--- config.mk ---
export PLATFORM = sky130hd
export DESIGN_NAME = im_loader
export DESIGN_NICKNAME = d
export VERILOG_FILES = /design/src/rtl/im_loader_pkg.sv /design/src/rtl/im_loader.sv
export SDC_FILE = /design/constraint.sdc
export NUM_CORES = 1
export LEC_CHECK = 0
export CORE_MARGIN = 1.5
export CORE_UTILIZATION = 40
export CTS_BUF_LIST = sky130_fd_sc_hd__clkbuf_16
export CTS_CLUSTER_SIZE = 30
export DETAILED_ROUTE_END_ITERATION = 10
export SETUP_SLACK_MARGIN = 0.05
export SLEW_MARGIN = 20
export SYNTH_ARGS = -nofsm -noshare
export SYNTH_HDL_FRONTEND = slang
export SYNTH_SLANG_ARGS = --single-unit
--- constraint.sdc ---
create_clock -name clk -period 5.1 [get_ports clk]
set_clock_uncertainty 0.2 [all_clocks]
set_input_delay 0.765 -clock clk [delete_from_list [all_inputs] [get_ports clk]]
set_output_delay 0.765 -clock clk [all_outputs]
set_load 0.01 [all_outputs]
--- src/rtl/im_loader_pkg.sv ---
// Shared types and constants for the instruction-memory program loader.
package im_loader_pkg;

  localparam int OPC_W   = 7;
  localparam int LIT_W   = 8;
  localparam int INSTR_W = OPC_W + LIT_W;

  typedef enum logic [2:0] {
    S_IDLE  = 3'd0,
    S_COUNT = 3'd1,
    S_HI    = 3'd2,
    S_LO    = 3'd3,
    S_CHK   = 3'd4,
    S_FIN   = 3'd5,
    S_ERR   = 3'd6
  } state_t;

  // States in which a stream byte can be taken.
  function automatic logic accepts_byte(state_t s);
    return (s == S_COUNT) || (s == S_HI) || (s == S_LO) || (s == S_CHK);
  endfunction

  // States in which the CPU must stay frozen.
  function automatic logic holds_cpu(state_t s);
    return accepts_byte(s) || (s == S_ERR);
  endfunction

endpackage

--- src/rtl/im_loader.sv ---
// Byte-stream program loader: COUNT, then (HI, LO) pairs written to IM from address 0.
// Optional trailing checksum byte enabled by defining IM_LOADER_CHECKSUM_EN.
module im_loader #(
  parameter int ADDR_W  = 8,
  parameter int INSTR_W = 15
) (
  input  logic              clk,
  input  logic              rst_n,
  input  logic              start,
  input  logic              in_valid,
  input  logic [7:0]        in_data,
  output logic              in_ready,
  output logic              im_we,
  output logic [ADDR_W-1:0] im_addr,
  output logic [INSTR_W-1:0] im_wdata,
  output logic              cpu_hold,
  output logic              pc_clear,
  output logic              done,
  output logic              error
);
  import im_loader_pkg::*;

  localparam logic [ADDR_W:0] FULL_LOAD = {1'b1, {ADDR_W{1'b0}}};
  localparam logic [ADDR_W:0] LAST_ONE  = {{ADDR_W{1'b0}}, 1'b1};

  state_t            state;
  state_t            nxt;
  logic [OPC_W-1:0]  opcode;
  logic [ADDR_W:0]   remaining;
  logic              xfer;
  logic              start_ok;

`ifdef IM_LOADER_CHECKSUM_EN
  logic [7:0]        sum;
`endif

  assign xfer     = in_valid && in_ready;
  assign start_ok = start && ((state == S_IDLE) || (state == S_ERR));

  // Next-state decision for the load sequencer.
  always_comb begin
    nxt = state;
    case (state)
      S_IDLE: begin
        if (start) nxt = S_COUNT;
        else       nxt = S_IDLE;
      end
      S_COUNT: begin
        if (xfer) nxt = S_HI;
        else      nxt = S_COUNT;
      end
      S_HI: begin
        if (xfer && in_data[7])       nxt = S_ERR;
        else if (xfer)                nxt = S_LO;
        else                          nxt = S_HI;
      end
      S_LO: begin
        if (xfer && (remaining == LAST_ONE)) begin
`ifdef IM_LOADER_CHECKSUM_EN
          nxt = S_CHK;
`else
          nxt = S_FIN;
`endif
        end else if (xfer) begin
          nxt = S_HI;
        end else begin
          nxt = S_LO;
        end
      end
      S_CHK: begin
`ifdef IM_LOADER_CHECKSUM_EN
        if (xfer && (in_data == sum)) nxt = S_FIN;
        else if (xfer)                nxt = S_ERR;
        else                          nxt = S_CHK;
`else
        nxt = S_IDLE;
`endif
      end
      S_FIN: nxt = S_IDLE;
      S_ERR: begin
        if (start) nxt = S_COUNT;
        else       nxt = S_ERR;
      end
      default: nxt = S_IDLE;
    endcase
  end

  // State register, datapath and registered outputs.
  always_ff @(posedge clk or negedge rst_n) begin
    if (!rst_n) begin
      state     <= S_IDLE;
      in_ready  <= 1'b0;
      cpu_hold  <= 1'b0;
      error     <= 1'b0;
      done      <= 1'b0;
      pc_clear  <= 1'b0;
      im_we     <= 1'b0;
      im_addr   <= {ADDR_W{1'b0}};
      im_wdata  <= {INSTR_W{1'b0}};
      opcode    <= {OPC_W{1'b0}};
      remaining <= {(ADDR_W+1){1'b0}};
`ifdef IM_LOADER_CHECKSUM_EN
      sum       <= 8'd0;
`endif
    end else begin
      state    <= nxt;
      in_ready <= accepts_byte(nxt);
      cpu_hold <= holds_cpu(nxt);
      error    <= (nxt == S_ERR);
      done     <= (nxt == S_FIN);
      pc_clear <= (nxt == S_FIN);
      im_we    <= (state == S_LO) && xfer;

      // The address advances on the edge that ends the strobe cycle.
      if (im_we) im_addr <= im_addr + ADDR_W'(1);
      if (start_ok) im_addr <= {ADDR_W{1'b0}};

      if ((state == S_COUNT) && xfer) begin
        remaining <= (in_data == 8'd0) ? FULL_LOAD : (ADDR_W+1)'(in_data);
`ifdef IM_LOADER_CHECKSUM_EN
        sum       <= in_data;
`endif
      end

      if ((state == S_HI) && xfer) begin
        opcode <= in_data[OPC_W-1:0];
`ifdef IM_LOADER_CHECKSUM_EN
        sum    <= sum + in_data;
`endif
      end

      if ((state == S_LO) && xfer) begin
        im_wdata  <= INSTR_W'({opcode, in_data});
        remaining <= remaining - LAST_ONE;
`ifdef IM_LOADER_CHECKSUM_EN
        sum       <= sum + in_data;
`endif
      end
    end
  end

endmodule
==> key figures, run 1 <==
Logic synthesis
  – Most frequent cells after synthesis: 47 x dfrtp_1, 14 x mux2_2, 14 x nor2_1
  – Number of flops mapped to enable cells by yosys: 0
  – Ys async rst share: 1.00
  – Synth Register Bits: 47
  – Count leader, synth: dfrtp_1
  – Post-Syn Nets: 201
  – Post-Syn Area: 0.00222 sq mm
  – Yosys warnings: 0
  – Synth top area cells: dfrtp_1 53%, mux2_2 7.1%, mux2_4 4.7%
  – Distinct cell type count after synthesis: 43
  – Cell count after synthesis: 186
  – Main synth FF type: dfrtp_1
  – Area leader, netlist: dfrtp_1
  – Syn avg cell area: 11.9 sq um
  – Synth top area share: 0.530
  – Post-synthesis sequential area ratio: 0.530

Die
  – Std-Cell Rows: 26
  – Die Area: 0.00601 sq mm
  – Total core area: 0.00524 sq mm
  – Die Width: 77.5 microns
  – Initial Util: 0.424
  – Die height: 77.5 microns
  – I/O Pins: 41

Finish
  – N_diodes: 0
  – Final Cell Area: 0.00283 sq mm
  – Final #Nets: 242
  – Final Instance Count excl. Fillers: 298
  – Post-layout util: 0.541
  – Area growth syn-to-layout: 27.5%
  – Share of cells above drive strength 1: 0.197

Drt
  – DR iter-0 viols: 64
  – Routed len/inst: 14.9 microns
  – DR vias: 1580
  – DRT Pass-1 Iters: 4
  – # DRC: 0
  – Detailed-route wire length: 4.43 mm
  – Post-route ant nets: 0
  – Post-DR vias/cell: 5.30

Timing
  – Max Slew Vio Count: 0
  – Max Freq: 0.426 GHz
  – Fin. Hold Viols: 0
  – Setup violators final: 0
  – Final worst path period share: 0.460
  – Crit path time final: 2.35 ns
  – Fin Setup TNS: 0 ns
  – Worst slew pin tran: 0.773 ns
  – RSZ-0062 raised after global routing: false
  – Worst relative slew slack: 0.485

Place
  – Post-DP Area: 0.00266 sq mm
  – RePlAce Congestion: 0.775
  – Placed Cells: 290
  – PortBufs: 40
  – DP Wirelength: 3.06 mm

Critical path
  – Worst R2R Start: state[1]
  – Reg2reg end: opcode[2]
  – CP arrival: 2.32 ns
  – Worst endpoint required time: 5.07 ns
  – CP Class: input port to flop
  – Critical path's top delay family: buffers and inverters
  – CP Buf/Inv Count: 2
  – Setup crit start kind: input port
  – CP max stage cell: clkdlybuf4s50_1
  – CP peak stage delay: 0.53 ns
  – Worst reg-to-reg setup slack: 2.93 ns
  – Worst reg2reg path depth: 3
  – Crit-path max FO: 18
  – Crit-path cells: clkdlybuf4s50_1 > and3b_2 > nand3_4 > inv_1 > mux2_4
  – Critical path capture point type: flop

Clock tree
  – Clock buffer depth: 2
  – Root Buffer: clkbuf_16
  – CTS H-Tree Depth: 2
  – Clock latency on the worst-skew pair: 0.29 ns
  – Clock Pin Slew Worst Setup and Hold Paths: 0.06 ns
  – CTS tree: built
  – Total CTS buffers: 5
  – Post-cts resize count: 0
  – CTS sink count: 47
  – CTS Hold Bufs: 0
  – Setup bufs post-CTS: 0

Job
  – Max Cap Viol: 0

Global route
  – Vias in the first global route: 1518
  – First-pass GRT wire length: 7.68 mm
  – Pin count of the biggest net entering global routing: 48
  – Initial antenna violation count: 0
  – GRT overflow: 0
  – GRT Util Overall: 0.165

Power and ir drop
  – Worst VDD drop: 0.305 mV
  – Total Power: 1.71 mW
  – Leakage: 1.17 nW
  – Power per standard cell area: 603 mW/mm^2

Outcome
  – Status: finished, final reports clean

Hold path
  – Hold Crit Class: input port to asynchronous set/reset pin
stage by stage:
stage / worst slack, ns / hold WS (ns)
global placement: 2.49 / 0.285
detailed placement: 2.48 / 0.274
CTS: 2.75 / 0.288
finish: 2.75 / 0.279
floorplan: 3.16 / 0.269
global route: 2.69 / 0.311
kinds of logic (layout without fill, tap and decap cells):
family / count (synthesis) / count (layout) / share of synthesized area
flip-flops: 47 / 47 / 0.530
multiplexers: 22 / 22 / 0.123
adder cells (fa/ha/maj): 3 / 3 / 0.0169
AO/OA/AOI/OAI: 39 / 39 / 0.125
buffers and inverters: 12 / 54 / 0.0310
XOR/XNOR: 5 / 5 / 0.0197
AND/OR/NAND/NOR: 58 / 58 / 0.155
area by class of cell:
cell class / count / area (sq um)
sequential: 47 / 1180
multi-input combinational: 127 / 976
inverter: 6 / 22.5
tap: 70 / 87.6
fill: 462 / 2400
timing repair buffer: 40 / 398
clock buffer: 5 / 125
clock inverter: 3 / 47.5
worst register-to-register path: stages (launching register included):
cell and delay (ns):
dfrtp_1 0.85, nand2b_2 0.23, nor3_4 0.39, mux2_2 0.39
where the power goes:
group	switching [mW]	internal, mW	leakage [nW]	total, mW
Sequential	0.149	0.530	0.575	0.679
Combinational	0.280	0.374	0.515	0.654
Clock	0.140	0.234	0.0844	0.374
layout by cell type (no fill, tap or decap), drive strengths merged, types with 5 or more instances in the layout:
master and count:
clkdlybuf4s50 39, inv 7, dfrtp 47, a21oi 9
nor3 5, clkbuf 5, nand3 10, nand2 12
o21ai 10, nor2 14, mux2 21
how the worst max path moves through the flow:
stage / startpoint / endpoint / slack, ns / cells past startpoint
floorplan: in_valid / opcode[0] / 3.16 / 3
global placement: in_valid / im_wdata[8] / 2.49 / 5
detailed placement: in_valid / opcode[5] / 2.48 / 4
CTS: in_valid / im_wdata[8] / 2.75 / 5
global route: in_valid / opcode[0] / 2.69 / 4
finish: in_valid / im_wdata[8] / 2.75 / 5
per-layer routing:
layer / vias to the layer above / track usage / share of wire
met5: - / 0 / 0
met4: 0 / 0.0382 / 0.0025
met3: 2 / 0.0588 / 0.065
met2: 55 / 0.244 / 0.45
met1: 763 / 0.231 / 0.49
li1: 760 / - / -
registers in the layout, indices dropped and copies added (netlist names):
register / cells
cpu_hold: 1
done: 1
error: 1
im_addr: 8
im_wdata: 15
im_we: 1
in_ready: 1
opcode: 7
remaining: 9
state: 3
No activity file was read; power rests on OpenSTA's default activity.
==> run 2: changes to the inputs <==
PLACE_DENSITY = 0.66   (was default)
clock period = 2.05 ns   (was 5.1 ns; I/O delays follow)
==> run 2 against run 1 <==
Net effect: total power increased by 140%; die area is the same; non-clock buffer count increased by 11; first-iteration DRC count grew 14%; routed wire length grew 1.1%; final cell count rose by 3.7%; design area rose by 2.5%; critical path type is now flop to flop; largest power group is now combinational logic; register-to-register slack got worse by 2.7 ns; via count rose by 1.6%; sequential power rose by 140%.
==> key figures, run 2 (same netlist as run 1, synthesis figures left out) <==
Place
  – Post-DP Area: 0.00276 sq mm
  – Placed Cells: 300
  – DP Wirelength: 3.35 mm
  – RePlAce Congestion: 0.821
  – Setup WS pre-CTS: -0.0173 ns
  – PortBufs: 40

Drt
  – # DRC: 0
  – DR vias: 1606
  – Post-route ant nets: 0
  – Detailed-route wire length: 4.48 mm
  – Routed len/inst: 14.5 microns
  – Post-DR vias/cell: 5.20
  – DR iter-0 viols: 73
  – DRT Pass-1 Iters: 4

Timing
  – Worst relative slew slack: 0.561
  – Fin worst setup slack: 0.189 ns
  – RSZ-0062 raised after global routing: false
  – Fin Setup TNS: 0 ns
  – Hold_ws: 0.306 ns
  – Fin. Hold Viols: 0
  – Crit path time final: 1.86 ns
  – Worst slew pin tran: 0.658 ns
  – Final worst path period share: 0.908
  – Max Slew Vio Count: 0
  – Max Freq: 0.537 GHz
  – Setup violators final: 0

Critical path
  – Crit. Startpoint: remaining[4]
  – Crit-path max FO: 6
  – Critical path capture point type: flop
  – Worst endpoint required time: 2.00 ns
  – CP arrival: 1.81 ns
  – Setup crit start kind: flop
  – Worst reg2reg path depth: 4
  – CP Class: flop to flop
  – Reg2reg end: cpu_hold
  – Worst R2R Start: remaining[4]
  – Worst reg-to-reg setup slack: 0.19 ns

Hold path
  – Hold Crit Class: flop to flop
  – End of the worst hold path: im_wdata[12]
  – Hold path start: opcode[4]
  – Hold Path Cell Cnt: 1

Finish
  – Area growth syn-to-layout: 30.8%
  – Max reg flops: 15
  – Share of cells above drive strength 1: 0.218
  – Final Instance Count excl. Fillers: 309
  – Commonest non-fill, non-tap cell in the layout: dfrtp_1
  – Final #Nets: 253
  – Final Cell Area: 0.00290 sq mm
  – Top flop regs: im_wdata: 15 flops, remaining: 9 flops, im_addr: 8 flops
  – Largest Register: im_wdata
  – Commonest cells after routing, fill and taps aside: 47 x dfrtp_1, 39 x clkdlybuf4s50_1, 14 x nor2_1, 14 x mux2_2, 12 x nand2_1
  – Post-layout util: 0.554
  – N_diodes: 0

Clock tree
  – Root Buffer: clkbuf_16
  – Clock latency on the worst-skew pair: 0.28 ns
  – CTS Hold Bufs: 1
  – Total CTS buffers: 5
  – CTS tree: built
  – Post-cts resize count: 0
  – CTS sink count: 47
  – Clock buffer depth: 2
  – CTS H-Tree Depth: 2
  – Setup bufs post-CTS: 0
  – Clock Pin Slew Worst Setup and Hold Paths: 0.06 ns

Die
  – Die Width: 77.5 microns
  – Total core area: 0.00524 sq mm
  – Initial Util: 0.424
  – Die height: 77.5 microns
  – I/O Pins: 41
  – Std-Cell Rows: 26
  – Die Area: 0.00601 sq mm

Power and ir drop
  – Worst VDD drop: 0.778 mV
  – Power per standard cell area: 1430 mW/mm^2
  – Total Power: 4.14 mW
  – Leakage: 1.22 nW

Global route
  – First-pass GRT wire length: 7.75 mm
  – GRT Util Overall: 0.165
  – Initial antenna violation count: 0
  – Pin count of the biggest net entering global routing: 31
  – GRT overflow: 0
  – Vias in the first global route: 1632

Job
  – Max Cap Viol: 0

Outcome
  – Status: finished, final reports clean
## run 2: cell types whose count changed in the layout (fill, tap and decap cells not counted), sizes merged
cell         previous run  this run
buf                     1        11
bufinv                  1         0
clkinv                  1         2
dlygate4sd3             0         1
## run 2: worst max path at each step
stage / end / slack [ns] / depth (start not counted)
finish: cpu_hold / 0.19 / 4
global route: cpu_hold / 0.06 / 4
CTS: im_we / 0.19 / 1
detailed placement: opcode[6] / -0.02 / 5
global placement: opcode[0] / 0.007 / 5
floorplan: opcode[0] / 0.40 / 3
## run 2: critical path, cell delays in order (launching register included)
cell	delay, ns
dfrtp_1	0.43
nor4_1	0.46
nand4_1	0.34
nor2_1	0.24
a31oi_1	0.06
## run 2: where the power goes
part | internal, mW | total [mW] | switching [mW] | leakage (nW)
combinational | 0.998 | 1.74 | 0.745 | 0.576
sequential | 1.32 | 1.65 | 0.329 | 0.575
clock | 0.439 | 0.753 | 0.314 | 0.0701
total | 2.76 | 4.14 | 1.39 | 1.22
## run 2: routing by layer
layer	GRT usage	part of all wire	wire, microns
met5	0	0	0
met1	0.222	0.46	2050
met4	0.0382	0.0087	39
met2	0.265	0.48	2150
met3	0.0459	0.054	241
## run 2: final cells by class
| type | count | area [sq um] |
|---|---|---|
| clock buffer | 5 | 125 |
| tap | 70 | 87.6 |
| sequential | 47 | 1180 |
| timing repair buffer | 51 | 505 |
| inverter | 6 | 22.5 |
| fill | 457 | 2330 |
| multi-input combinational | 127 | 976 |
| clock inverter | 3 | 11.3 |
